### src/rtl/sb_cfg_pkg.sv
// sb_cfg_pkg: shared types and sizing helpers for the edge-column switch block.
//   clog2     : ceiling log2 of a positive integer (clog2(1) = 0)
//   sel_w     : select width of one (num_pin+1)-input track mux
//   cfg_bits  : length of the configuration chain for a given geometry
//   state_t   : configuration FSM state (UNCONF / SHIFT / ACTIVE)
package sb_cfg_pkg;

  typedef enum logic [1:0] {
    UNCONF = 2'd0,
    SHIFT  = 2'd1,
    ACTIVE = 2'd2
  } state_t;

  function automatic int clog2(input int n);
    int r;
    r = 0;
    for (int i = 0; i < 31; i++) begin
      if ((1 << i) < n) r = i + 1;
    end
    return r;
  endfunction

  function automatic int sel_w(input int num_pin);
    return clog2(num_pin + 1);
  endfunction

  function automatic int cfg_bits(input int chan_width, input int num_pin);
    return 2 * chan_width * sel_w(num_pin);
  endfunction

endpackage

### src/rtl/sb_cfg_chain.sv
// sb_cfg_chain: configuration shadow chain with commit checking.
//   clk, rst        : clock, synchronous active-high reset
//   config_enable   : high shifts the chain; first low cycle after a shift
//                     burst is the commit attempt
//   ccff_head       : serial data in;  ccff_tail : serial data out (shadow MSB)
//   active          : committed configuration vector driving the muxes
//   cfg_valid       : active holds a committed configuration
//   cfg_error       : last commit attempt had the wrong bit count (sticky)
//   state_dbg       : current FSM state
//
// Handshake: there is no ready; every cycle config_enable is high one bit is
// accepted from ccff_head. A burst ends on the first cycle config_enable is
// sampled low, and only a burst of exactly CFG_BITS shifts reaches active.
module sb_cfg_chain
  import sb_cfg_pkg::*;
#(
  parameter int CFG_BITS = 16
) (
  input  logic                clk,
  input  logic                rst,
  input  logic                config_enable,
  input  logic                ccff_head,
  output logic                ccff_tail,
  output logic [CFG_BITS-1:0] active,
  output logic                cfg_valid,
  output logic                cfg_error,
  output state_t              state_dbg
);

  // Counter saturates at CFG_BITS+1 so an overrun can never wrap back
  // onto CFG_BITS and look like a good load.
  localparam int CNT_W = clog2(CFG_BITS + 2);
  localparam logic [CNT_W-1:0] CNT_FULL = CNT_W'(CFG_BITS);
  localparam logic [CNT_W-1:0] CNT_SAT  = CNT_W'(CFG_BITS + 1);

  state_t              state_q, state_d;
  logic [CFG_BITS-1:0] shadow_q, shadow_d;
  logic [CFG_BITS-1:0] active_q, active_d;
  logic [CNT_W-1:0]    cnt_q, cnt_d;
  logic                valid_q, valid_d;
  logic                error_q, error_d;
  logic                commit_ok, commit_bad;

  // State register and all configuration flops.
  always_ff @(posedge clk) begin
    if (rst) begin
      state_q  <= UNCONF;
      shadow_q <= '0;
      active_q <= '0;
      cnt_q    <= '0;
      valid_q  <= 1'b0;
      error_q  <= 1'b0;
    end else begin
      state_q  <= state_d;
      shadow_q <= shadow_d;
      active_q <= active_d;
      cnt_q    <= cnt_d;
      valid_q  <= valid_d;
      error_q  <= error_d;
    end
  end

  // Next-state logic. A failed commit falls back to ACTIVE only when an
  // older good configuration is still in place.
  always_comb begin
    state_d = state_q;
    if (config_enable) begin
      state_d = SHIFT;
    end else if (state_q == SHIFT) begin
      state_d = ((cnt_q == CNT_FULL) || valid_q) ? ACTIVE : UNCONF;
    end
  end

  // FSM outputs: commit strobes on the cycle a shift burst ends.
  always_comb begin
    commit_ok  = 1'b0;
    commit_bad = 1'b0;
    if ((state_q == SHIFT) && !config_enable) begin
      if (cnt_q == CNT_FULL) commit_ok  = 1'b1;
      else                   commit_bad = 1'b1;
    end
  end

  // Datapath next values.
  always_comb begin
    shadow_d = shadow_q;
    cnt_d    = cnt_q;
    active_d = active_q;
    valid_d  = valid_q;
    error_d  = error_q;
    if (config_enable) begin
      shadow_d = {shadow_q[CFG_BITS-2:0], ccff_head};
      if (cnt_q != CNT_SAT) cnt_d = cnt_q + CNT_W'(1);
    end else if (state_q == SHIFT) begin
      cnt_d = '0;
    end
    if (commit_ok) begin
      active_d = shadow_q;
      valid_d  = 1'b1;
      error_d  = 1'b0;
    end
    if (commit_bad) begin
      error_d = 1'b1;
    end
  end

  assign ccff_tail = shadow_q[CFG_BITS-1];
  assign active    = active_q;
  assign cfg_valid = valid_q;
  assign cfg_error = error_q;
  assign state_dbg = state_q;

endmodule

### src/rtl/sb_param_shadow_cfg.sv
// sb_param_shadow_cfg: edge-column switch block with shadowed configuration.
//   prog_clk, pReset              : clock, synchronous active-high reset
//   config_enable, ccff_head/tail : configuration chain
//   chanx_right_in/chany_bottom_in: incoming tracks (crossing source, sel 0)
//   right_pin_in/bottom_pin_in    : grid pins (sel 1..NUM_PIN)
//   chanx_right_out/chany_bottom_out : driven tracks (0 while unconfigured)
//   cfg_valid, cfg_error          : configuration status
//   cfg_state_dbg                 : configuration FSM state
// Mux j takes active[j*SEL_W +: SEL_W]; j < CHAN_WIDTH drives the right
// tracks, the rest drive the bottom tracks. Selects above NUM_PIN give 0.
module sb_param_shadow_cfg
  import sb_cfg_pkg::*;
#(
  parameter int CHAN_WIDTH = 12,
  parameter int NUM_PIN    = 6
) (
  input  logic                  prog_clk,
  input  logic                  pReset,
  input  logic                  config_enable,
  input  logic                  ccff_head,
  output logic                  ccff_tail,
  input  logic [CHAN_WIDTH-1:0] chanx_right_in,
  input  logic [CHAN_WIDTH-1:0] chany_bottom_in,
  input  logic [NUM_PIN-1:0]    right_pin_in,
  input  logic [NUM_PIN-1:0]    bottom_pin_in,
  output logic [CHAN_WIDTH-1:0] chanx_right_out,
  output logic [CHAN_WIDTH-1:0] chany_bottom_out,
  output logic                  cfg_valid,
  output logic                  cfg_error,
  output state_t                cfg_state_dbg
);

  localparam int SEL_W    = sel_w(NUM_PIN);
  localparam int CFG_BITS = cfg_bits(CHAN_WIDTH, NUM_PIN);
  // Candidate vectors are padded to a full power of two so any select
  // value indexes a defined bit; the padding bits are tied to 0.
  localparam int MUX_N    = 1 << SEL_W;

  logic [CFG_BITS-1:0] active;

  sb_cfg_chain #(
    .CFG_BITS (CFG_BITS)
  ) u_chain (
    .clk           (prog_clk),
    .rst           (pReset),
    .config_enable (config_enable),
    .ccff_head     (ccff_head),
    .ccff_tail     (ccff_tail),
    .active        (active),
    .cfg_valid     (cfg_valid),
    .cfg_error     (cfg_error),
    .state_dbg     (cfg_state_dbg)
  );

  for (genvar i = 0; i < CHAN_WIDTH; i++) begin : g_mux
    logic [SEL_W-1:0] sel_r, sel_b;
    logic [MUX_N-1:0] cand_r, cand_b;

    assign sel_r = active[i*SEL_W +: SEL_W];
    assign sel_b = active[(CHAN_WIDTH+i)*SEL_W +: SEL_W];

    // Crossing track is mirrored: mux i listens to track CHAN_WIDTH-1-i.
    always_comb begin
      cand_r             = '0;
      cand_r[0]          = chany_bottom_in[CHAN_WIDTH-1-i];
      cand_r[NUM_PIN:1]  = right_pin_in;
      cand_b             = '0;
      cand_b[0]          = chanx_right_in[CHAN_WIDTH-1-i];
      cand_b[NUM_PIN:1]  = bottom_pin_in;
    end

    assign chanx_right_out[i]  = cfg_valid & cand_r[sel_r];
    assign chany_bottom_out[i] = cfg_valid & cand_b[sel_b];
  end

endmodule

### config.mk
export PLATFORM = sky130hd
export DESIGN_NAME = sb_param_shadow_cfg
export DESIGN_NICKNAME = d
export VERILOG_FILES = /design/src/rtl/sb_cfg_pkg.sv /design/src/rtl/sb_cfg_chain.sv /design/src/rtl/sb_param_shadow_cfg.sv
export SDC_FILE = /design/constraint.sdc
export NUM_CORES = 1
export LEC_CHECK = 0
export ABC_AREA = 1
export ABC_CLOCK_PERIOD_IN_PS = 3800
export BUFFER_PORTS_ARGS = -buffer_cell sky130_fd_sc_hd__buf_2
export CORE_MARGIN = 5
export CORE_UTILIZATION = 30
export DETAILED_ROUTE_END_ITERATION = 16
export GPL_TIMING_DRIVEN = 0
export PLACE_DENSITY = 0.55
export RECOVER_POWER = 100
export SETUP_SLACK_MARGIN = 0.02
export SLEW_MARGIN = 40
export SYNTH_ARGS = -nofsm -noshare
export SYNTH_HDL_FRONTEND = slang
export SYNTH_SLANG_ARGS = --single-unit
### constraint.sdc
create_clock -name prog_clk -period 3.8 [get_ports prog_clk]
set_input_delay 0.38 -clock prog_clk [delete_from_list [all_inputs] [get_ports prog_clk]]
set_output_delay 0.38 -clock prog_clk [all_outputs]
set_load 0.01 [all_outputs]
After elaboration in Yosys (flattened, before gate mapping)
Cells that the tools add are included.

Word-level logic and storage cells: 127. Bits of input ports: 40. Flip-flop bits (word level): 155. Output and inout bits: 29.

Multiplexer cells: 60. Add/subtract/negate cells: 1. Order comparisons: 24. Reduce and logical (&&, ||, !) cells: 7. Bitwise gates (word level): 24. Equality and inequality tests: 4.

Operators with widths (number): $lt 3x4->1 const B (24); $bmux 1 s3 (24); $mux 1 (32); $and 1x1->1 (24); $mux 7 (3); $add 7x1->7 const B (1); $eq 7x7->1 const B (1); $ne 7x7->1 const B (1); $reduce_bool 2->1 (2); $eq 2x1->1 const B (1); $mux 2 (1); $ne 2x1->1 const B (1); $reduce_and 2->1 (1); $reduce_or 2->1 (1); $logic_and 1x1->1 (1); $logic_not 1->1 (1); $logic_or 1x1->1 (1).

Longest topological paths before layout
Gate-level depths: netlist of the first run.

Depth after elaboration: 5. Depth in mapped cells: 11. Depth with buffers taken out: 9.

By module
A second synthesis of the first run with hierarchy kept.

Cell total of the unflattened synthesis: 1149. Area, all modules: 7978.9 um^2.

By module, submodules not included: sb_cfg_chain (cells each 643, seq. area each 3103.0 um^2, instances 1, area an instance 5916.9 um^2); sb_param_shadow_cfg (cells each 506, seq. area each 0.0 um^2, instances 1, area an instance 2062.0 um^2).

Least setup slack after synthesis of the first run
OpenSTA, ideal clock, no wires.

Path kind: in2out. Start point: input port right_pin_in[4]. End point: output port chanx_right_out[5]. Required time: 3.420 ns. Buffers on the path: 1. Stages on the path: 7. Data arrival time: 1.085 ns. Setup slack: 2.335 ns. Cells stage by stage: inv_1 -> clkbuf_1 -> a21oi_1 -> o21ai_0 -> nand3_1 -> nand2_1 -> nor2_1.

Word-level cells in the longest chain between the ends: 3.

RTL lines: start, declared (RTL line sb_param_shadow_cfg.sv:24) `input logic [NUM_PIN-1:0] right_pin_in,`; $bmux 1 s3 (RTL line sb_param_shadow_cfg.sv:72) `assign chanx_right_out[i] = cfg_valid & cand_r[sel_r];`; $mux 1 (implied by the code) (RTL line sb_param_shadow_cfg.sv:72); $and 1x1->1 (RTL line sb_param_shadow_cfg.sv:72); end, declared (RTL line sb_param_shadow_cfg.sv:26) `output logic [CHAN_WIDTH-1:0] chanx_right_out,`.

Every way passes these cells. The select of a mux whose other input is x is not followed.

Final worst setup path of the first run
Start point: register u_chain.cnt_q[0]. End point: register u_chain.active_q[4], in the netlist u_chain.active[4].

Word-level cells in the longest chain between the ends: 3.

RTL lines: start, declared (RTL line sb_cfg_chain.sv:39) `logic [CNT_W-1:0] cnt_q, cnt_d;`; start signal, assigned (RTL line sb_cfg_chain.sv:57) `cnt_q <= cnt_d;`; $eq 7x7->1 (RTL line sb_cfg_chain.sv:79) `if (cnt_q == CNT_FULL) commit_ok = 1'b1;`; $mux 1 (RTL line sb_cfg_chain.sv:79); $mux 1 (RTL line sb_cfg_chain.sv:78) `if ((state_q == SHIFT) && !config_enable) begin`; end signal, assigned (RTL line sb_cfg_chain.sv:56) `active_q <= active_d;`; end, declared (RTL line sb_cfg_chain.sv:38) `logic [CFG_BITS-1:0] active_q, active_d;`.

Every way passes these cells. A chain may end at the register's enable or synchronous reset.

==> metrics.txt, run 1 <==
# TYPE chip_impl_metric gauge
chip_impl_metric{name="sequential_fraction_of_design_power",unit=""} 0.466
chip_impl_metric{name="cell_count_after_synthesis",unit=""} 1022
chip_impl_metric{name="die_extent_in_x",unit="microns"} 163.4
chip_impl_metric{name="numPlacedInstances",unit=""} 1408
chip_impl_metric{name="net-switching-power",unit="mW"} 0.8953
chip_impl_metric{name="yosysTopAreaCellShare",unit=""} 0.4394
chip_impl_metric{name="routabilityCongestion",unit=""} 0.7746
chip_impl_metric{name="via_count",unit=""} 6773
chip_impl_info{name="most_repeated_cell_in_the_gate_level_netlist_after_synthesis",value="sky130_fd_sc_hd__nor2_1"} 1
chip_impl_info{name="synth_commonest_cells",value="sky130_fd_sc_hd__nor2_1 (341), sky130_fd_sc_hd__o21ai_0 (185), sky130_fd_sc_hd__dfxtp_1 (155)"} 1
chip_impl_metric{name="worstRegToRegCells",unit=""} 11
chip_impl_metric{name="htree_levels",unit=""} 4
chip_impl_metric{name="max_cap_viol_count",unit=""} 0
chip_impl_metric{name="first_global_vias",unit=""} 6275
chip_impl_info{name="path_delay_family",value="buffers and inverters"} 1
chip_impl_metric{name="finalWirelength",unit="microns"} 20090
chip_impl_metric{name="timing_max_transition_violations_final",unit=""} 0
chip_impl_info{name="timing.hold.worst.class",value="in -> reg"} 1
chip_impl_metric{name="critical_path.n_buffers_inverters",unit=""} 5
chip_impl_metric{name="timing.final.crit_period",unit="ps"} 2976
chip_impl_metric{name="timing.fmax",unit="MHz"} 336.0
chip_impl_metric{name="synth_seq_area_share",unit=""} 0.4394
chip_impl_info{name="setup.worst_path.class",value="reg -> reg"} 1
chip_impl_metric{name="async_flop_share",unit=""} 0
chip_impl_metric{name="dr.pass1.iters",unit=""} 7
chip_impl_metric{name="share_of_layout_cells_above_drive_strength_1",unit=""} 0.08029
chip_impl_metric{name="post_drt_via_cell_ratio",unit=""} 4.703
chip_impl_metric{name="postCtsSetupBuffers",unit=""} 0
chip_impl_metric{name="antenna_left",unit=""} 0
chip_impl_info{name="largest_cells_by_area_after_synthesis",value="sky130_fd_sc_hd__dfxtp_1 (44%), sky130_fd_sc_hd__nor2_1 (18%), sky130_fd_sc_hd__o21ai_0 (13%)"} 1
chip_impl_metric{name="leakage",unit="nW"} 3.343
chip_impl_metric{name="cts_max_path_buffers",unit=""} 2
chip_impl_metric{name="worst_ep_arrival_time",unit="ps"} 3290
chip_impl_metric{name="buffer_ports.inserted",unit=""} 67
chip_impl_metric{name="synth.cell_area",unit="sq um"} 7062
chip_impl_metric{name="internal_power",unit="mW"} 2.783
chip_impl_metric{name="placement_rows",unit=""} 56
chip_impl_metric{name="area_growth_syn_to_layout",unit="%"} 18.13
chip_impl_metric{name="min_delay_path_depth",unit=""} 3
chip_impl_metric{name="share_clk_of_total_power",unit=""} 0.474
chip_impl_info{name="outcome",value="complete, no violations"} 1
chip_impl_metric{name="synth_fp_nets",unit=""} 1065
chip_impl_metric{name="antenna_violations_before_repair",unit=""} 0
chip_impl_metric{name="synth_warnings",unit=""} 0
chip_impl_info{name="ys_dominant_reg_cell",value="sky130_fd_sc_hd__dfxtp_1"} 1
chip_impl_metric{name="die_y",unit="microns"} 163.4
chip_impl_metric{name="vdd.ir_drop.worst",unit="uV"} 234.3
chip_impl_metric{name="clock_sink_count",unit=""} 155
chip_impl_metric{name="drt_first_iter_violations",unit=""} 488
chip_impl_metric{name="setup-violations-final",unit=""} 0
chip_impl_info{name="worst_hold_startpoint",value="ccff_head"} 1
chip_impl_metric{name="floorplan.core_area",unit="sq um"} 23330
chip_impl_metric{name="required_time_at_the_endpoint_of_the_critical_path",unit="ps"} 4120
chip_impl_metric{name="ys_ff_latch",unit=""} 155
chip_impl_info{name="cp-end-kind",value="flop"} 1
chip_impl_metric{name="grt_overflow_total",unit=""} 0
chip_impl_metric{name="routedWlPerCell",unit="microns"} 13.95
chip_impl_info{name="worstPathCellList",value="inv_1, ha_1, inv_1, nor2_2, nand2_2, nor2_4, clkbuf_1, clkinvlp_2, buf_6, nor2_1, nor2_1"} 1
chip_impl_metric{name="crit_path_max_fanout",unit=""} 10
chip_impl_metric{name="drc",unit=""} 0
chip_impl_metric{name="synthesis.area_per_instance",unit="sq um"} 6.910
chip_impl_metric{name="grt_max_degree",unit=""} 17
chip_impl_metric{name="worst_setup_hold_path_clk_slew",unit="ps"} 60
chip_impl_metric{name="setup-tns-final",unit="ps"} 0
chip_impl_info{name="grt_setup_unrepaired",value="no"} 1
chip_impl_metric{name="antenna-diode-count",unit=""} 0
chip_impl_metric{name="number_of_flops_mapped_to_enable_cells_by_yosys",unit=""} 0
chip_impl_metric{name="synth_cell_types",unit=""} 26
chip_impl_metric{name="worst_skew_pair.late_latency",unit="ps"} 430
chip_impl_metric{name="gr-usage-all-layers",unit=""} 0.1541
chip_impl_metric{name="switching_share",unit=""} 0.2434
chip_impl_metric{name="layout_worst_path_cycle_share",unit=""} 0.7832
chip_impl_metric{name="design.portCount",unit=""} 69
chip_impl_metric{name="clock-skew-final",unit="ps"} 8.158
chip_impl_metric{name="worst_slew_margin_rel",unit=""} 0.4821
chip_impl_metric{name="total_power_per_unit_cell_area",unit="nW/um^2"} 440.9
chip_impl_info{name="worstReg2RegEnd",value="u_chain.active[4]$_SDFFE_PP0P_"} 1
chip_impl_metric{name="combinational_share_of_power",unit=""} 0.060
chip_impl_info{name="yosys.area.top_type",value="sky130_fd_sc_hd__dfxtp_1"} 1
chip_impl_metric{name="hold_viol",unit=""} 0
chip_impl_metric{name="largest_stage_delay_worst_path",unit="ps"} 830
chip_impl_info{name="tritoncts",value="done"} 1
chip_impl_metric{name="cts-resized-gates",unit=""} 0
chip_impl_metric{name="final_cell_count_no_fill",unit=""} 1440
chip_impl_info{name="crit_path_top_delay_cell",value="sky130_fd_sc_hd__clkinvlp_2"} 1
chip_impl_metric{name="cts_buffers",unit=""} 17
chip_impl_metric{name="finish.net_count",unit=""} 1151
chip_impl_metric{name="die_area",unit="sq um"} 26710
chip_impl_metric{name="post-dp-hpwl",unit="microns"} 13720
chip_impl_metric{name="initial_core_utilization",unit=""} 0.3027
chip_impl_metric{name="r2r_slack",unit="ps"} 820
chip_impl_info{name="min_delay_worst_endpoint",value="u_chain.shadow_q[0]$_SDFFE_PP0P_"} 1
chip_impl_info{name="setup.worst_path.start_class",value="flop"} 1
chip_impl_info{name="worst_r2r_startpoint",value="u_chain.cnt_q[0]$_SDFFE_PP0P_"} 1
chip_impl_metric{name="slew_at_the_pin_closest_to_its_max_slew_limit",unit="ps"} 776.9
chip_impl_metric{name="grt_pass1_wl",unit="microns"} 32640
chip_impl_info{name="clockRootBuffer",value="sky130_fd_sc_hd__clkbuf_16"} 1
chip_impl_metric{name="cts_hold_repair.buffers",unit=""} 0
[layer usage]
layer	wire length (microns)	global-route usage	vias up
met2	8803	0.2440	128
met1	10060	0.2110	3054
met4	247	0.03965	0
li1	-	-	3574
met3	975	0.03785	17
met5	0	0	-
[cell usage in the layout (no fill, tap or decap)]
cell type	netlist	final
sky130_fd_sc_hd__a211oi_1	1	1
sky130_fd_sc_hd__a21oi_1	59	59
sky130_fd_sc_hd__a21oi_2	1	1
sky130_fd_sc_hd__buf_2	5	38
sky130_fd_sc_hd__buf_4	5	5
sky130_fd_sc_hd__buf_6	9	8
sky130_fd_sc_hd__bufinv_16	0	3
sky130_fd_sc_hd__clkbuf_1	43	80
sky130_fd_sc_hd__clkbuf_16	0	17
sky130_fd_sc_hd__clkinv_2	0	3
sky130_fd_sc_hd__clkinv_4	0	1
sky130_fd_sc_hd__clkinvlp_2	0	1
sky130_fd_sc_hd__clkinvlp_4	0	4
sky130_fd_sc_hd__dfxtp_1	155	155
sky130_fd_sc_hd__ha_1	3	3
sky130_fd_sc_hd__inv_1	19	19
sky130_fd_sc_hd__inv_2	2	2
sky130_fd_sc_hd__inv_6	1	3
sky130_fd_sc_hd__nand2_1	91	91
sky130_fd_sc_hd__nand2_2	1	1
sky130_fd_sc_hd__nand3_1	36	36
sky130_fd_sc_hd__nand3_2	1	1
sky130_fd_sc_hd__nand3b_1	25	25
sky130_fd_sc_hd__nand4_1	1	1
sky130_fd_sc_hd__nor2_1	341	341
sky130_fd_sc_hd__nor2_2	1	1
sky130_fd_sc_hd__nor2_4	1	1
sky130_fd_sc_hd__nor3b_1	1	1
sky130_fd_sc_hd__o211ai_1	24	24
sky130_fd_sc_hd__o21ai_0	185	185
sky130_fd_sc_hd__o21ai_1	10	10
[power groups by stage]
| stage | Combinational (mW) | Sequential (mW) | Clock, mW |
|---|---|---|---|
| after floorplan | 0.142 | 1.74 | 0 |
| final | 0.221 | 1.71 | 1.74 |
| after detailed placement | 0.223 | 1.75 | 0 |
| after CTS | 0.224 | 1.71 | 1.78 |
| after global placement | 0.222 | 1.75 | 0 |
| after global routing | 0.256 | 1.72 | 1.84 |
[per-stage QoR]
stage               hold WS [ps]  total power, mW  setup WS (ps)  area [sq um]  utilization
detailed placement         454.1            1.972           1669          7796       0.3341
finish                     214.4            3.678          823.7          8342       0.3575
CTS                        204.5            3.717           1201          8396       0.3598
global route               225.0            3.822          567.1          8342       0.3575
floorplan                  443.9            1.882           2335          7062            -
global placement           445.1            1.971           1660          7796       0.3341
[how the worst max path moves through the flow]
stage | from | end | slack (ps) | cells past startpoint
6_report | u_chain.cnt_q[0]$_SDFFE_PP0P_ | u_chain.active[4]$_SDFFE_PP0P_ | 820 | 11
5_1_grt | u_chain.cnt_q[0]$_SDFFE_PP0P_ | u_chain.active[4]$_SDFFE_PP0P_ | 570 | 11
4_1_cts | u_chain.cfg_valid$_SDFFE_PP0P_ | chanx_right_out[0] | 1200 | 5
3_5_place_dp | u_chain.cfg_valid$_SDFFE_PP0P_ | chanx_right_out[0] | 1670 | 5
3_3_place_gp | u_chain.cfg_valid$_SDFFE_PP0P_ | chanx_right_out[0] | 1660 | 5
2_1_floorplan | right_pin_in[4] | chanx_right_out[5] | 2340 | 7
[state kept, by name (all words and copies together), names as in the netlist]
signal and cells:
u_chain.cfg_error 1, u_chain.state_dbg 2, u_chain.active 72, u_chain.cnt_q 7
u_chain.cfg_valid 1, u_chain.shadow_q 72
[final cells by class]
type / count / area, sq um
Buffer: 63 / 315.3
Clock buffer: 18 / 429.2
Clock inverter: 14 / 170.2
Fill cell: 2588 / 14990
Inverter: 22 / 83.83
Multi-Input combinational cell: 782 / 3542
Sequential cell: 155 / 3103
Tap cell: 319 / 399.1
Timing Repair Buffer: 67 / 299.0
[logic make-up (layout without fill, tap and decap cells)]
kind of cell	count (synthesis)	after routing	share of synthesized area
DFF	155	155	0.4394
adders and majority gates	3	3	0.005316
and+or+nand+nor	499	499	0.2885
buffers and inverters	85	184	0.05900
AOI/OAI and AO/OA	280	280	0.2078
[worst reg2reg max path, stage by stage, from the launching register on]
cell	delay [ps]
sky130_fd_sc_hd__dfxtp_1	350
sky130_fd_sc_hd__inv_1	90
sky130_fd_sc_hd__ha_1	140
sky130_fd_sc_hd__inv_1	40
sky130_fd_sc_hd__nor2_2	110
sky130_fd_sc_hd__nand2_2	80
sky130_fd_sc_hd__nor2_4	90
sky130_fd_sc_hd__clkbuf_1	560
sky130_fd_sc_hd__clkinvlp_2	830
sky130_fd_sc_hd__buf_6	380
sky130_fd_sc_hd__nor2_1	130
sky130_fd_sc_hd__nor2_1	60
No activity file was read; power rests on OpenSTA's default activity.
==> run 2: changes to the inputs <==
- ABC_AREA: 1 -> 0
- ABC_CLOCK_PERIOD_IN_PS: 3800 -> 2900
- clock period: 3.8 -> 2.9 ns (I/O delays scaled with it)
==> run 2 against run 1 <==
Effect of this change:
- sequential cell count did not move
- largest cell class unchanged
- highest routed layer unchanged
- synthesized cell count shrank 22%
- count of clock-buffer cells in the layout rose by 4
- routed wire length decreased by 10%
- power increased by 19%
- via count shrank 16%
==> metrics.txt, run 2 <==
# TYPE chip_impl_metric gauge
chip_impl_info{name="ys_dominant_reg_cell",value="sky130_fd_sc_hd__dfxtp_1"} 1
chip_impl_metric{name="design.portCount",unit=""} 69
chip_impl_metric{name="buffer_ports.inserted",unit=""} 67
chip_impl_metric{name="layout_worst_path_cycle_share",unit=""} 0.8899
chip_impl_metric{name="number_of_flops_mapped_to_enable_cells_by_yosys",unit=""} 0
chip_impl_info{name="grt_setup_unrepaired",value="no"} 1
chip_impl_metric{name="drt_first_iter_violations",unit=""} 429
chip_impl_metric{name="htree_levels",unit=""} 4
chip_impl_info{name="path_delay_family",value="flip-flops"} 1
chip_impl_metric{name="critical_path_depth",unit=""} 4
chip_impl_metric{name="cts_max_path_buffers",unit=""} 2
chip_impl_metric{name="synthesis.area_per_instance",unit="sq um"} 8.809
chip_impl_metric{name="antenna_violations_before_repair",unit=""} 0
chip_impl_info{name="min_delay_worst_endpoint",value="u_chain.shadow_q[0]$_SDFFE_PP0P_"} 1
chip_impl_metric{name="timing.final.crit_period",unit="ps"} 2581
chip_impl_metric{name="placement_rows",unit=""} 56
chip_impl_metric{name="gr-usage-all-layers",unit=""} 0.1366
chip_impl_info{name="outcome",value="complete, no violations"} 1
chip_impl_metric{name="worstRegToRegCells",unit=""} 6
chip_impl_metric{name="async_flop_share",unit=""} 0
chip_impl_info{name="worstReg2RegEnd",value="u_chain.active[49]$_SDFFE_PP0P_"} 1
chip_impl_metric{name="synth_fp_nets",unit=""} 839
chip_impl_metric{name="grt_pass1_wl",unit="microns"} 28920
chip_impl_metric{name="floorplan.core_area",unit="sq um"} 23260
chip_impl_info{name="worst_r2r_startpoint",value="u_chain.state_dbg[0]$_SDFFE_PP0P_"} 1
chip_impl_metric{name="worst_setup_hold_path_clk_slew",unit="ps"} 60
chip_impl_metric{name="post-dp-hpwl",unit="microns"} 12520
chip_impl_metric{name="post_drt_via_cell_ratio",unit=""} 4.692
chip_impl_metric{name="clock-skew-final",unit="ps"} 12.19
chip_impl_metric{name="critical_path.n_buffers_inverters",unit=""} 2
chip_impl_metric{name="min_delay_path_depth",unit=""} 3
chip_impl_metric{name="cts_hold_repair.buffers",unit=""} 0
chip_impl_info{name="timing.hold.worst.class",value="in -> reg"} 1
chip_impl_metric{name="cts_buffers",unit=""} 17
chip_impl_info{name="worst_hold_startpoint",value="ccff_head"} 1
chip_impl_metric{name="multi_input_area",unit="sq um"} 3502
chip_impl_metric{name="hold_viol",unit=""} 0
chip_impl_metric{name="seq_area",unit="sq um"} 3103
chip_impl_metric{name="timing.fmax",unit="MHz"} 387.5
chip_impl_metric{name="setup-violations-final",unit=""} 0
chip_impl_metric{name="grt_max_degree",unit=""} 17
chip_impl_metric{name="vdd.ir_drop.worst",unit="uV"} 386.6
chip_impl_info{name="yosys.area.top_type",value="sky130_fd_sc_hd__dfxtp_1"} 1
chip_impl_metric{name="die_area",unit="sq um"} 26530
chip_impl_info{name="clockRootBuffer",value="sky130_fd_sc_hd__clkbuf_16"} 1
chip_impl_metric{name="synth_cell_types",unit=""} 34
chip_impl_info{name="setup.worst_path.start_class",value="flop"} 1
chip_impl_info{name="tritoncts",value="done"} 1
chip_impl_metric{name="leakage",unit="nW"} 2.934
chip_impl_info{name="most_repeated_cell_in_the_gate_level_netlist_after_synthesis",value="sky130_fd_sc_hd__dfxtp_1"} 1
chip_impl_metric{name="area_growth_syn_to_layout",unit="%"} 16.81
chip_impl_metric{name="finalWirelength",unit="microns"} 18010
chip_impl_metric{name="crit_path_max_fanout",unit=""} 10
chip_impl_metric{name="die_y",unit="microns"} 162.9
chip_impl_metric{name="worst_ep_arrival_time",unit="ps"} 2290
chip_impl_metric{name="largest_stage_delay_worst_path",unit="ps"} 710
chip_impl_metric{name="timing_max_transition_violations_final",unit=""} 0
chip_impl_metric{name="synth.cell_area",unit="sq um"} 7012
chip_impl_info{name="worstPathCellList",value="clkbuf_2, o21ai_0, a21oi_1, clkbuf_1"} 1
chip_impl_metric{name="dr.pass1.iters",unit=""} 4
chip_impl_info{name="largest_cells_by_area_after_synthesis",value="sky130_fd_sc_hd__dfxtp_1 (44%), sky130_fd_sc_hd__mux2i_1 (14%), sky130_fd_sc_hd__nand2_1 (7.9%)"} 1
chip_impl_info{name="cp-end-kind",value="primary output"} 1
chip_impl_info{name="setup.worst_path.class",value="reg -> out"} 1
chip_impl_info{name="crit_path_top_delay_cell",value="sky130_fd_sc_hd__dfxtp_1"} 1
chip_impl_metric{name="worst_slew_margin_rel",unit=""} 0.5008
chip_impl_metric{name="synth_warnings",unit=""} 0
chip_impl_metric{name="r2r_slack",unit="ps"} 390
chip_impl_metric{name="routabilityCongestion",unit=""} 0.8083
chip_impl_metric{name="antenna-diode-count",unit=""} 0
chip_impl_metric{name="final.hold.worst_slack",unit="ps"} 132.0
chip_impl_metric{name="grt_overflow_total",unit=""} 0
chip_impl_metric{name="slew_at_the_pin_closest_to_its_max_slew_limit",unit="ps"} 748.8
chip_impl_metric{name="total_power_per_unit_cell_area",unit="nW/um^2"} 533.9
chip_impl_metric{name="die_extent_in_x",unit="microns"} 162.9
chip_impl_metric{name="required_time_at_the_endpoint_of_the_critical_path",unit="ps"} 2610
chip_impl_metric{name="worst_skew_pair.late_latency",unit="ps"} 430
chip_impl_metric{name="routedWlPerCell",unit="microns"} 14.86
chip_impl_metric{name="initial_core_utilization",unit=""} 0.3014
chip_impl_metric{name="finish.net_count",unit=""} 925
chip_impl_metric{name="synth_seq_area_share",unit=""} 0.4425
chip_impl_metric{name="share_of_layout_cells_above_drive_strength_1",unit=""} 0.1165
chip_impl_metric{name="ys_ff_latch",unit=""} 155
chip_impl_metric{name="fill_cells",unit=""} 2515
chip_impl_metric{name="antenna_left",unit=""} 0
chip_impl_metric{name="cell_count_after_synthesis",unit=""} 796
chip_impl_metric{name="setup-tns-final",unit="ps"} 0
chip_impl_metric{name="clock_sink_count",unit=""} 155
chip_impl_metric{name="yosysTopAreaCellShare",unit=""} 0.4425
chip_impl_metric{name="max_cap_viol_count",unit=""} 0
chip_impl_metric{name="via_count",unit=""} 5687
chip_impl_info{name="top_library_cells_by_usage_in_the_layout_fill_and_taps_aside",value="sky130_fd_sc_hd__dfxtp_1 (155), sky130_fd_sc_hd__nand2_1 (148), sky130_fd_sc_hd__nor2_1 (100)"} 1
chip_impl_info{name="mostFrequentLayoutCell",value="sky130_fd_sc_hd__dfxtp_1"} 1
chip_impl_metric{name="drc",unit=""} 0
chip_impl_metric{name="first_global_vias",unit=""} 5400
chip_impl_info{name="synth_commonest_cells",value="sky130_fd_sc_hd__dfxtp_1 (155), sky130_fd_sc_hd__nand2_1 (148), sky130_fd_sc_hd__nor2_1 (100)"} 1
run 2: cell count changes after synthesis, sizes merged, moves of 4 or more:
| cell | delta |
|---|---|
| a31oi | +25 |
| inv | +5 |
| o211ai | -23 |
| nand3b | -23 |
| mux4 | +24 |
| nor2 | -243 |
| clkbuf | -10 |
| a21oi | +39 |
| nand3 | -33 |
| nand2 | +56 |
| buf | +4 |
| nor3 | +6 |
| mux2i | +96 |
| o21ai | -170 |
run 2: per-stage QoR:
step | setup slack [ps] | instance area, sq um | utilization | power (mW) | std cells
after floorplan | 1054 | 7012 | - | 2.343 | 796
after detailed placement | 547.8 | 7746 | 0.3330 | 2.430 | 1182
final | 319.4 | 8190 | 0.3521 | 4.373 | 1212
after global routing | 144.8 | 8190 | 0.3521 | 4.521 | 1212
after CTS | 87.67 | 8267 | 0.3554 | 4.415 | 1212
after global placement | 537.8 | 7746 | 0.3330 | 2.427 | 1182
run 2: repair_timing:
action                                 CTS  global route
buffers inserted                         0             0
setup endpoints to repair                0             2
gates resized for setup                  0             4
endpoints found under the hold margin    0             0
run 2: where the power goes:
group	switching, mW	total (mW)	internal [mW]
combinational	0.145	0.240	0.0944
clock	0.849	1.99	1.14
sequential	0.00583	2.14	2.14
total	1.00	4.37	3.37
run 2: routing by layer:
layer,up-vias,global-route usage,share of wire
met3,18,0.02885,0.059
met2,128,0.2006,0.42
met4,0,0.03584,0.010
met5,-,0,0
met1,2635,0.2032,0.51
li1,2906,-,-
run 2: kinds of logic (layout without fill, tap and decap cells):
group	Yosys count	after routing	synth area share
adder cells (fa/ha/maj)	3	3	0.005354
AND/OR/NAND/NOR	275	275	0.1569
buffers and inverters	84	181	0.05746
flip-flops	155	155	0.4425
AO/OA/AOI/OAI	158	158	0.1224
multiplexers	120	120	0.2141
XOR/XNOR	1	1	0.001249
run 2: worst reg2reg max path, cell delays in order (launching register included):
cell and delay (ps):
sky130_fd_sc_hd__dfxtp_1 430, sky130_fd_sc_hd__or3b_1 410, sky130_fd_sc_hd__nor4_1 340, sky130_fd_sc_hd__clkbuf_1 550
sky130_fd_sc_hd__clkbuf_1 450, sky130_fd_sc_hd__nand2_1 120, sky130_fd_sc_hd__a21oi_1 130
run 2: area by class of cell:
cell class / count / share of cell area
Clock buffer: 22 / 0.05790
Clock inverter: 8 / 0.005652
Buffer: 57 / 0.03223
Inverter: 27 / 0.01237
Timing Repair Buffer: 67 / 0.03666
Tap cell: 319 / 0.04873
Multi-Input combinational cell: 557 / 0.4276
Sequential cell: 155 / 0.3789
run 2: worst max-delay path by stage:
stage,slack (ps),endpoint,start
after floorplan,1050,u_chain.active[10]$_SDFFE_PP0P_,u_chain.state_dbg[0]$_SDFFE_PP0P_
after global placement,540,chany_bottom_out[11],u_chain.cfg_valid$_SDFFE_PP0P_
after detailed placement,550,chany_bottom_out[11],u_chain.cfg_valid$_SDFFE_PP0P_
after CTS,90,chany_bottom_out[11],u_chain.cfg_valid$_SDFFE_PP0P_
after global routing,140,u_chain.active[28]$_SDFFE_PP0P_,u_chain.state_dbg[0]$_SDFFE_PP0P_
final,320,chany_bottom_out[11],u_chain.cfg_valid$_SDFFE_PP0P_
==> run 3: changes to the inputs <==
--- a/constraint.sdc
+++ b/constraint.sdc
@@ -3,2 +3,2 @@
 set_output_delay 0.29 -clock prog_clk [all_outputs]
-set_load 0.01 [all_outputs]
+set_load 0.05 [all_outputs]
==> run 3 against run 2 <==
Effect of this change:
- register-to-register slack worse by 30 ps
- clock power about the same
- utilization about the same
- hold slack better by 0.58 ps
- cell count unchanged
- non-clock buffer count unchanged
- critical endpoint unchanged
- largest cell class unchanged
- highest routed layer unchanged
==> metrics.txt, run 3 (synthesis results as in run 2) <==
# TYPE chip_impl_metric gauge
chip_impl_metric{name="antenna_violations_before_repair",unit=""} 0
chip_impl_info{name="tritoncts",value="done"} 1
chip_impl_metric{name="clock-skew-final",unit="ps"} 12.09
chip_impl_metric{name="design.portCount",unit=""} 69
chip_impl_info{name="outcome",value="complete, no violations"} 1
chip_impl_metric{name="leakage",unit="nW"} 2.958
chip_impl_info{name="mostFrequentLayoutCell",value="sky130_fd_sc_hd__dfxtp_1"} 1
chip_impl_metric{name="buffer_ports.inserted",unit=""} 67
chip_impl_metric{name="timing.fmax",unit="MHz"} 366.8
chip_impl_metric{name="worst_skew_pair.late_latency",unit="ps"} 430
chip_impl_metric{name="die_extent_in_x",unit="microns"} 162.9
chip_impl_metric{name="layout_worst_path_cycle_share",unit=""} 0.9400
chip_impl_info{name="worstReg2RegEnd",value="u_chain.active[30]$_SDFFE_PP0P_"} 1
chip_impl_info{name="timing.hold.worst.class",value="in -> reg"} 1
chip_impl_info{name="setup.worst_path.class",value="reg -> out"} 1
chip_impl_metric{name="drt_first_iter_violations",unit=""} 381
chip_impl_metric{name="area_growth_syn_to_layout",unit="%"} 16.90
chip_impl_info{name="worst_r2r_startpoint",value="u_chain.state_dbg[0]$_SDFFE_PP0P_"} 1
chip_impl_metric{name="combinational_share_of_power",unit=""} 0.056
chip_impl_metric{name="antenna-diode-count",unit=""} 0
chip_impl_metric{name="initial_core_utilization",unit=""} 0.3014
chip_impl_metric{name="crit_path_max_fanout",unit=""} 10
chip_impl_metric{name="worst_slew_margin_rel",unit=""} 0.4923
chip_impl_metric{name="placement_rows",unit=""} 56
chip_impl_info{name="clockRootBuffer",value="sky130_fd_sc_hd__clkbuf_16"} 1
chip_impl_metric{name="routedWlPerCell",unit="microns"} 14.80
chip_impl_metric{name="share_clk_of_total_power",unit=""} 0.454
chip_impl_metric{name="first_global_vias",unit=""} 5400
chip_impl_metric{name="timing.final.crit_period",unit="ps"} 2726
chip_impl_metric{name="grt_overflow_total",unit=""} 0
chip_impl_metric{name="htree_levels",unit=""} 4
chip_impl_metric{name="grt_pass1_wl",unit="microns"} 28920
chip_impl_metric{name="antenna_left",unit=""} 0
chip_impl_metric{name="vdd.ir_drop.worst",unit="uV"} 384.4
chip_impl_metric{name="sequential_fraction_of_design_power",unit=""} 0.490
chip_impl_metric{name="finish.net_count",unit=""} 925
chip_impl_info{name="grt_setup_unrepaired",value="no"} 1
chip_impl_metric{name="final.hold.worst_slack",unit="ps"} 132.6
chip_impl_metric{name="setup-tns-final",unit="ps"} 0
chip_impl_metric{name="switching_share",unit=""} 0.2281
chip_impl_metric{name="die_area",unit="sq um"} 26530
chip_impl_metric{name="drc",unit=""} 0
chip_impl_metric{name="required_time_at_the_endpoint_of_the_critical_path",unit="ps"} 2610
chip_impl_metric{name="setup-violations-final",unit=""} 0
chip_impl_info{name="worst_setup_path_endpoint",value="chany_bottom_out[11]"} 1
chip_impl_metric{name="hold_viol",unit=""} 0
chip_impl_metric{name="net-switching-power",unit="mW"} 0.9966
chip_impl_metric{name="routabilityCongestion",unit=""} 0.8083
chip_impl_metric{name="grt_max_degree",unit=""} 17
chip_impl_metric{name="via_count",unit=""} 5710
chip_impl_metric{name="cts_buffers",unit=""} 17
chip_impl_metric{name="gr-usage-all-layers",unit=""} 0.1366
chip_impl_metric{name="share_of_layout_cells_above_drive_strength_1",unit=""} 0.1243
chip_impl_metric{name="cts_max_path_buffers",unit=""} 2
chip_impl_metric{name="clock_sink_count",unit=""} 155
chip_impl_metric{name="max_cap_viol_count",unit=""} 0
chip_impl_metric{name="post_drt_via_cell_ratio",unit=""} 4.711
chip_impl_metric{name="worst_setup_hold_path_clk_slew",unit="ps"} 60
chip_impl_metric{name="r2r_slack",unit="ps"} 360
chip_impl_info{name="worst_setup_path_startpoint",value="u_chain.cfg_valid$_SDFFE_PP0P_"} 1
chip_impl_metric{name="placed_cell_area",unit="sq um"} 7746
chip_impl_metric{name="die_y",unit="microns"} 162.9
chip_impl_info{name="top_library_cells_by_usage_in_the_layout_fill_and_taps_aside",value="sky130_fd_sc_hd__dfxtp_1 (155), sky130_fd_sc_hd__nand2_1 (148), sky130_fd_sc_hd__nor2_1 (100)"} 1
chip_impl_metric{name="worstRegToRegCells",unit=""} 6
chip_impl_metric{name="timing_max_transition_violations_final",unit=""} 0
chip_impl_info{name="cp-end-kind",value="primary output"} 1
chip_impl_info{name="setup.worst_path.start_class",value="flop"} 1
chip_impl_metric{name="total_power_per_unit_cell_area",unit="nW/um^2"} 533.1
chip_impl_metric{name="slew_at_the_pin_closest_to_its_max_slew_limit",unit="ps"} 761.6
chip_impl_metric{name="stdcell_area",unit="sq um"} 8197
chip_impl_metric{name="finalWirelength",unit="microns"} 17940
chip_impl_metric{name="worst_ep_arrival_time",unit="ps"} 2440
chip_impl_metric{name="post-dp-hpwl",unit="microns"} 12520
chip_impl_metric{name="floorplan.core_area",unit="sq um"} 23260
chip_impl_metric{name="internal_power",unit="mW"} 3.373
chip_impl_metric{name="dr.pass1.iters",unit=""} 4
[run 3: cell count changes in the layout (fill, tap and decap cells not counted)]
cell	previous run	this run
sky130_fd_sc_hd__buf_4	1	0
sky130_fd_sc_hd__clkbuf_1	73	66
sky130_fd_sc_hd__clkbuf_2	2	10
[run 3: power by group through the flow]
stage | clock network [mW] | logic, mW | registers, mW
5_1_grt | 2.12 | 0.267 | 2.14
3_3_place_gp | 0 | 0.244 | 2.19
2_1_floorplan | 0 | 0.155 | 2.19
4_1_cts | 2.03 | 0.247 | 2.14
3_5_place_dp | 0 | 0.247 | 2.19
6_report | 1.98 | 0.244 | 2.14
[run 3: cell type report]
class	count	area, sq um
clock buffers	22	474.2
fillers	2514	15070
plain buffers	57	260.3
repair buffers	67	310.3
multi-input cells	557	3502
clock inverters	8	46.29
inverters	27	101.3
well taps	319	399.1
flip-flops and latches	155	3103
[run 3: repair_timing]
action / 4_1_cts / 5_1_grt
hold buffers: 0 / 0
buffers inserted: 0 / 0
resized for setup: 1 / 2
endpoints found under the setup margin: 1 / 3
[run 3: critical path, cell delays in order (launching register included)]
cell and delay, ps:
sky130_fd_sc_hd__dfxtp_1 690, sky130_fd_sc_hd__clkbuf_2 460, sky130_fd_sc_hd__o21ai_0 150, sky130_fd_sc_hd__a21oi_1 350, sky130_fd_sc_hd__clkbuf_2 350
[run 3: how the worst min path moves through the flow]
stage | cells past startpoint | start | endpoint | slack, ps
3_3_place_gp | 2 | u_chain.cfg_error$_SDFFE_PP0P_ | u_chain.cfg_error$_SDFFE_PP0P_ | 450
5_1_grt | 3 | ccff_head | u_chain.shadow_q[0]$_SDFFE_PP0P_ | 150
6_report | 3 | ccff_head | u_chain.shadow_q[0]$_SDFFE_PP0P_ | 130
2_1_floorplan | 2 | ccff_head | u_chain.shadow_q[0]$_SDFFE_PP0P_ | 440
3_5_place_dp | 2 | u_chain.cfg_error$_SDFFE_PP0P_ | u_chain.cfg_error$_SDFFE_PP0P_ | 450
4_1_cts | 3 | ccff_head | u_chain.shadow_q[0]$_SDFFE_PP0P_ | 130
[run 3: per-layer routing]
layer | vias up | global-route usage | part of all wire
li1 | 2906 | - | -
met1 | 2650 | 0.2032 | 0.51
met2 | 136 | 0.2006 | 0.42
met3 | 18 | 0.02885 | 0.055
met4 | 0 | 0.03584 | 0.010
met5 | - | 0 | 0
[run 3: per-stage QoR]
step / instances / total power, mW / worst slack [ps] / utilization
global placement: 1182 / 2.432 / 404.9 / 0.3330
global route: 1212 / 4.525 / 121.6 / 0.3524
detailed placement: 1182 / 2.435 / 414.8 / 0.3330
finish: 1212 / 4.369 / 173.9 / 0.3524
CTS: 1212 / 4.420 / 61.58 / 0.3554
floorplan: 796 / 2.347 / 748.5 / -
